==> config.mk <==
export PLATFORM = sky130hd
export DESIGN_NAME = booth_multiplier_seq
export DESIGN_NICKNAME = d
export VERILOG_FILES = /design/src/rtl/booth_multiplier_seq.sv
export SDC_FILE = /design/constraint.sdc
export NUM_CORES = 1
export LEC_CHECK = 0
export ABC_AREA = 1
export ABC_CLOCK_PERIOD_IN_PS = 3100
export BUFFER_PORTS_ARGS = -buffer_cell sky130_fd_sc_hd__buf_2
export CAP_MARGIN = 20
export CORE_MARGIN = 5
export CORE_UTILIZATION = 30
export DETAILED_ROUTE_END_ITERATION = 10
export PLACE_DENSITY_LB_ADDON = 0.05
export SLEW_MARGIN = 40
export SYNTH_ARGS = -nofsm -noshare
export SYNTH_HDL_FRONTEND = slang
export SYNTH_SLANG_ARGS = --single-unit
==> constraint.sdc <==
create_clock -name clk -period 3.1 [get_ports clk]
set_input_delay 0 -clock clk [delete_from_list [all_inputs] [get_ports clk]]
set_output_delay 0 -clock clk [all_outputs]
set_load 0.01 [all_outputs]
==> src/rtl/booth_multiplier_seq.sv <==
// Sequential signed Booth multiplier: one recoding step per clock with a
// start/busy/done handshake.
// Build option: define BOOTH_RADIX4_EN for radix-4 (modified Booth) recoding,
// which takes WIDTH/2 steps. Without it the unit uses radix-2 and takes WIDTH
// steps. Both builds produce bit-identical results.
// Ports:
//   clk    rising-edge clock
//   rst_n  synchronous active-low reset
//   start  request; operands are sampled when start=1 and the block is not busy
//   M      signed multiplicand (WIDTH bits)
//   q      signed multiplier (WIDTH bits)
//   busy   high while computing (state RUN)
//   done   one-cycle pulse marking a new result on z
//   z      signed product M*q (2*WIDTH bits); holds until the next done
module booth_multiplier_seq #(
  parameter int unsigned WIDTH = 8
) (
  input  logic                 clk,
  input  logic                 rst_n,
  input  logic                 start,
  input  logic [WIDTH-1:0]     M,
  input  logic [WIDTH-1:0]     q,
  output logic                 busy,
  output logic                 done,
  output logic [2*WIDTH-1:0]   z
);

`ifdef BOOTH_RADIX4_EN
  localparam int unsigned STEPS = WIDTH / 2;
  localparam int unsigned AW    = WIDTH + 2;
`else
  localparam int unsigned STEPS = WIDTH;
  localparam int unsigned AW    = WIDTH + 1;
`endif
  localparam int unsigned CW = (STEPS > 1) ? $clog2(STEPS) : 1;

  typedef enum logic [1:0] {S_IDLE, S_RUN, S_DONE} state_t;

  state_t           state, state_nxt;
  logic [WIDTH-1:0] m_reg;
  logic [WIDTH-1:0] q_reg;
  logic [AW-1:0]    a_reg;
  logic             qm1;
  logic [CW-1:0]    cnt;

  logic             accept;
  logic             last_step;
  logic [AW-1:0]    m_ext;
  logic [AW-1:0]    addend;
  logic [AW-1:0]    sum;
  logic [AW-1:0]    a_step;
  logic [WIDTH-1:0] q_step;
  logic             qm1_step;

  assign accept    = start && (state != S_RUN);
  assign last_step = (cnt == CW'(STEPS - 1));
  assign m_ext     = {{(AW-WIDTH){m_reg[WIDTH-1]}}, m_reg};

  // One Booth recoding step followed by the arithmetic shift of {A,Q,q[-1]}.
  always_comb begin
    addend = '0;
`ifdef BOOTH_RADIX4_EN
    case ({q_reg[1:0], qm1})
      3'b001, 3'b010: addend = m_ext;
      3'b011:         addend = m_ext << 1;
      3'b100:         addend = -(m_ext << 1);
      3'b101, 3'b110: addend = -m_ext;
      default:        addend = '0;
    endcase
    sum      = a_reg + addend;
    a_step   = {{2{sum[AW-1]}}, sum[AW-1:2]};
    q_step   = {sum[1:0], q_reg[WIDTH-1:2]};
    qm1_step = q_reg[1];
`else
    case ({q_reg[0], qm1})
      2'b01:   addend = m_ext;
      2'b10:   addend = -m_ext;
      default: addend = '0;
    endcase
    sum      = a_reg + addend;
    a_step   = {sum[AW-1], sum[AW-1:1]};
    q_step   = {sum[0], q_reg[WIDTH-1:1]};
    qm1_step = q_reg[0];
`endif
  end

  // State register.
  always_ff @(posedge clk) begin
    if (!rst_n) state <= S_IDLE;
    else        state <= state_nxt;
  end

  // Next-state logic; a start in DONE chains straight into the next run.
  always_comb begin
    state_nxt = state;
    case (state)
      S_IDLE:  if (start) state_nxt = S_RUN;
      S_RUN:   if (last_step) state_nxt = S_DONE;
      S_DONE:  state_nxt = start ? S_RUN : S_IDLE;
      default: state_nxt = S_IDLE;
    endcase
  end

  // Handshake outputs decode directly from the state register.
  always_comb begin
    busy = 1'b0;
    done = 1'b0;
    case (state)
      S_RUN:   busy = 1'b1;
      S_DONE:  done = 1'b1;
      default: ;
    endcase
  end

  // Datapath: load on accept, step while running, publish z on the final step.
  always_ff @(posedge clk) begin
    if (!rst_n) begin
      m_reg <= '0;
      q_reg <= '0;
      a_reg <= '0;
      qm1   <= 1'b0;
      cnt   <= '0;
      z     <= '0;
    end else if (accept) begin
      m_reg <= M;
      q_reg <= q;
      a_reg <= '0;
      qm1   <= 1'b0;
      cnt   <= '0;
    end else if (state == S_RUN) begin
      a_reg <= a_step;
      q_reg <= q_step;
      qm1   <= qm1_step;
      cnt   <= cnt + CW'(1);
      // Guard bits are pure sign extension here; the product fits 2*WIDTH.
      if (last_step) z <= {a_step[WIDTH-1:0], q_step};
    end
  end

endmodule

==> summary.txt <==
Run status
  • Status: complete, no violations

Detailed routing
  • Max layer used: met4
  • TritonRoute pass-1 iters: 4
  • Drt first-iter violations: 37
  • Avg Vias per Cell: 4.510
  • WL met3: between 150 and 200 um
  • Post-DRT Antenna Nets: 0
  • Drt drc: 0
  • Mean routed wirelength per cell: 12.47 um
  • Wl on met1: 3038 um
  • Routed met2 length: 2765 um
  • Drt total wl: 6034 um
  • Vias: 2183

Timing
  • Slew Limit Headroom: 57.60%
  • Setup violators final: 0
  • Period minus WS final: around 2.7 ns
  • Period utilization: 87.20%
  • Post-Route Skew: 0.007499 ns
  • Setup tns final: 0 ns
  • RSZ-0062 raised after global routing: no
  • Worst Max-Slew Pin Slew: between 0.6 and 0.7 ns
  • Maximum clock rate: 0.3699 GHz
  • Max-slew violation count: 0
  • Final hold violation count: 0

GRT
  • Initial antenna violation count: 0
  • Global-route wire length before repair: 10150 um
  • Largest net degree at the start of global routing: 34
  • GRT overflow: 0
  • Vias in the first global route: between 2000 and 2500
  • Total track usage: 12.58%

Cells and area
  • Nets@finish: 414
  • N_diodes: 0
  • Fillers: approximately 900
  • Biggest register: z
  • Fraction of layout cells with a size suffix above 1: 15.71%
  • Final Util: a little under two fifths
  • Layout area overhead: 19.29%
  • Max reg flops: 16
  • FF+latch area: 920.9 um2
  • Footprint of the multi-input gates: 1215 um2

Clock tree
  • CTS clk-pin slew, worst paths: approximately 0.1 ns
  • # clock sinks: 46
  • TritonCTS buffer count: 5
  • Post-CTS Setup Bufs: 0
  • Clock Root Buffer: clkbuf_8
  • Hold_buf cts: 11
  • H-Tree Depth: 2
  • Max Root-Sink Buffers: 2
  • Worst skew pair latency: 0.30 ns
  • CTS tree: built
  • Resize count post-CTS: 0

Critical path
  • CP Max Fanout: 7
  • Critical Path Slowest Stage Cell: fa_1
  • Critical Path Source Type: flop
  • Arrival time at the worst endpoint: 2.96 ns
  • Critical path cell sequence: inv_1 > ha_1 > a211oi_1 > ha_1 > inv_1 > fa_1 > nand3b_1 > nand2_1 > a21boi_0 > or2_2 > nand3_1 > o211ai_1 > inv_1
  • Kind of critical path: reg2reg
  • Most repeated library cell on the critical path: inv_1
  • CP peak stage delay: 0.39 ns
  • Crit path capture type: flop
  • Worst EP required: ~3.4 ns

Synthesis
  • Net Count, Synth: ~370
  • Seq cells post-synth: 46
  • Post-synthesis area per instance: 7.258 um2
  • Syn Inst Count: 336
  • Seq/Total Area, Yosys: 37.76%
  • Async set or reset register ratio after synthesis: 0%
  • Synthesis warning total: 0
  • Number of synthesized flops with an enable pin: 0
  • Top_reg_cell synth: dfxtp_1
  • Mapped Area: 2439 um2
  • Distinct cell type count after synthesis: 37

Floorplan
  • Initial Util: 31.23%
  • Die height: 100.2 um
  • Rows: 32
  • Die area: roughly 10000 um2
  • Die Span X: 100.2 um
  • I/O pin total: 37
  • Core ar.: 7807 um2

Power and ir drop
  • Pwr Total: 1273 uW
  • Peak supply drop: 0.1793 mV
  • Leakage power: 0.001415 uW
  • Power per cell area: 437.7 nW/um2

Placed design
  • IO buf count: 36
  • Final GP Congestion: 0.7687
  • Dpl hpwl: 4330 um

Job
  • Number of max-cap violations: 0

Min path
  • Hold Path Class: in2reg
worst paths after layout:
path                           endpoint  slack [ns]                  start  cells after the start
hold / removal    m_reg[1]$_SDFFE_PN0P_     0.00009                   M[1]                      3
setup / recovery     z[13]$_SDFFE_PN0P_        0.40  q_reg[0]$_SDFFE_PN0P_                     13
setup reg to reg     z[13]$_SDFFE_PN0P_        0.40  q_reg[0]$_SDFFE_PN0P_                     13
hold reg to reg       z[9]$_SDFFE_PN0P_        0.47      z[9]$_SDFFE_PN0P_                      2
critical path, delay by kind of cell, from the launching register on:
family                     cells  cell delay, ns
AOI/OAI and AO/OA              3            0.43
adders and majority gates      3            1.00
buffers and inverters          3            0.22
DFF                            1            0.36
and+or+nand+nor                4            0.66
power breakdown:
part,internal [uW],switching (uW),total [uW]
clock,241,225,466
combinational,66.1,110,176
sequential,614,16.9,631
total,921,352,1270
layout make-up:
| class | count | area share [%] |
|---|---|---|
| clock buffers | 6 | 2.495 |
| multi-input cells | 217 | 41.76 |
| well taps | 102 | 4.387 |
| inverters | 63 | 8.172 |
| repair buffers | 48 | 10.24 |
| clock inverters | 2 | 1.290 |
| flip-flops and latches | 46 | 31.66 |
placed cells by master (no fill, tap or decap), types with 2 or more instances in the layout:
cell type / Yosys / final
o211ai_1: 2 / 2
inv_2: 5 / 5
o31ai_1: 2 / 2
ha_1: 13 / 13
nor2_1: 31 / 31
o21ai_0: 23 / 23
a21oi_1: 26 / 26
buf_2: 4 / 36
nand4_1: 3 / 3
dfxtp_1: 46 / 46
o21bai_1: 2 / 2
xor2_1: 2 / 2
clkbuf_8: 0 / 5
nand2_1: 48 / 48
nor2_4: 3 / 3
inv_1: 57 / 57
dlygate4sd3_1: 0 / 11
o22ai_1: 5 / 5
o221ai_1: 2 / 2
or2_2: 2 / 2
o21ai_1: 9 / 9
nand3_1: 27 / 27
nand3b_1: 3 / 3
xnor2_1: 2 / 2
o21a_1: 2 / 2
through the flow:
stage / std cells / hold slack (ns) / instance area, um2 / worst slack [ns]
final: 484 / 0.00009179 / 2909 / 0.3967
after detailed placement: 465 / 0.2340 / 2689 / 0.4163
after floorplan: 336 / 0.1349 / 2439 / 0.6781
after CTS: 484 / 0.007600 / 2909 / 0.3749
after global routing: 484 / 0.03663 / 2909 / 0.1753
after global placement: 465 / 0.2245 / 2689 / 0.5021
cell families (layout without fill, tap and decap cells):
| kind of cell | count (synthesis) | count (layout) | share of synthesized area (%) |
|---|---|---|---|
| DFF | 46 | 46 | 37.76 |
| adders and majority gates | 14 | 14 | 7.491 |
| AOI/OAI and AO/OA | 77 | 77 | 18.11 |
| and+or+nand+nor | 122 | 122 | 22.78 |
| buffers and inverters | 73 | 119 | 12.42 |
| xor gates and xnor gates | 4 | 4 | 1.437 |
layer usage:
metal	track usage, %	vias up
met1	16.67	977
met3	2.363	2
met2	21.05	27
li1	-	1177
met4	3.109	0
met5	0	-
cells in the mapped netlist, types with 3 or more instances:
library cell | number | area share, %
inv_1 | 57 | 8.8
nand3b_1 | 3 | 0.92
nand4_1 | 3 | 0.77
ha_1 | 13 | 6.7
nor2_1 | 31 | 4.8
a21oi_1 | 26 | 5.3
o21ai_0 | 23 | 4.7
inv_2 | 5 | 0.77
nand2_1 | 48 | 7.4
nor2_4 | 3 | 1.4
nand3_1 | 27 | 5.5
buf_2 | 4 | 0.82
o22ai_1 | 5 | 1.3
dfxtp_1 | 46 | 38
o21ai_1 | 9 | 1.8
(Power assumes the default switching activity.)
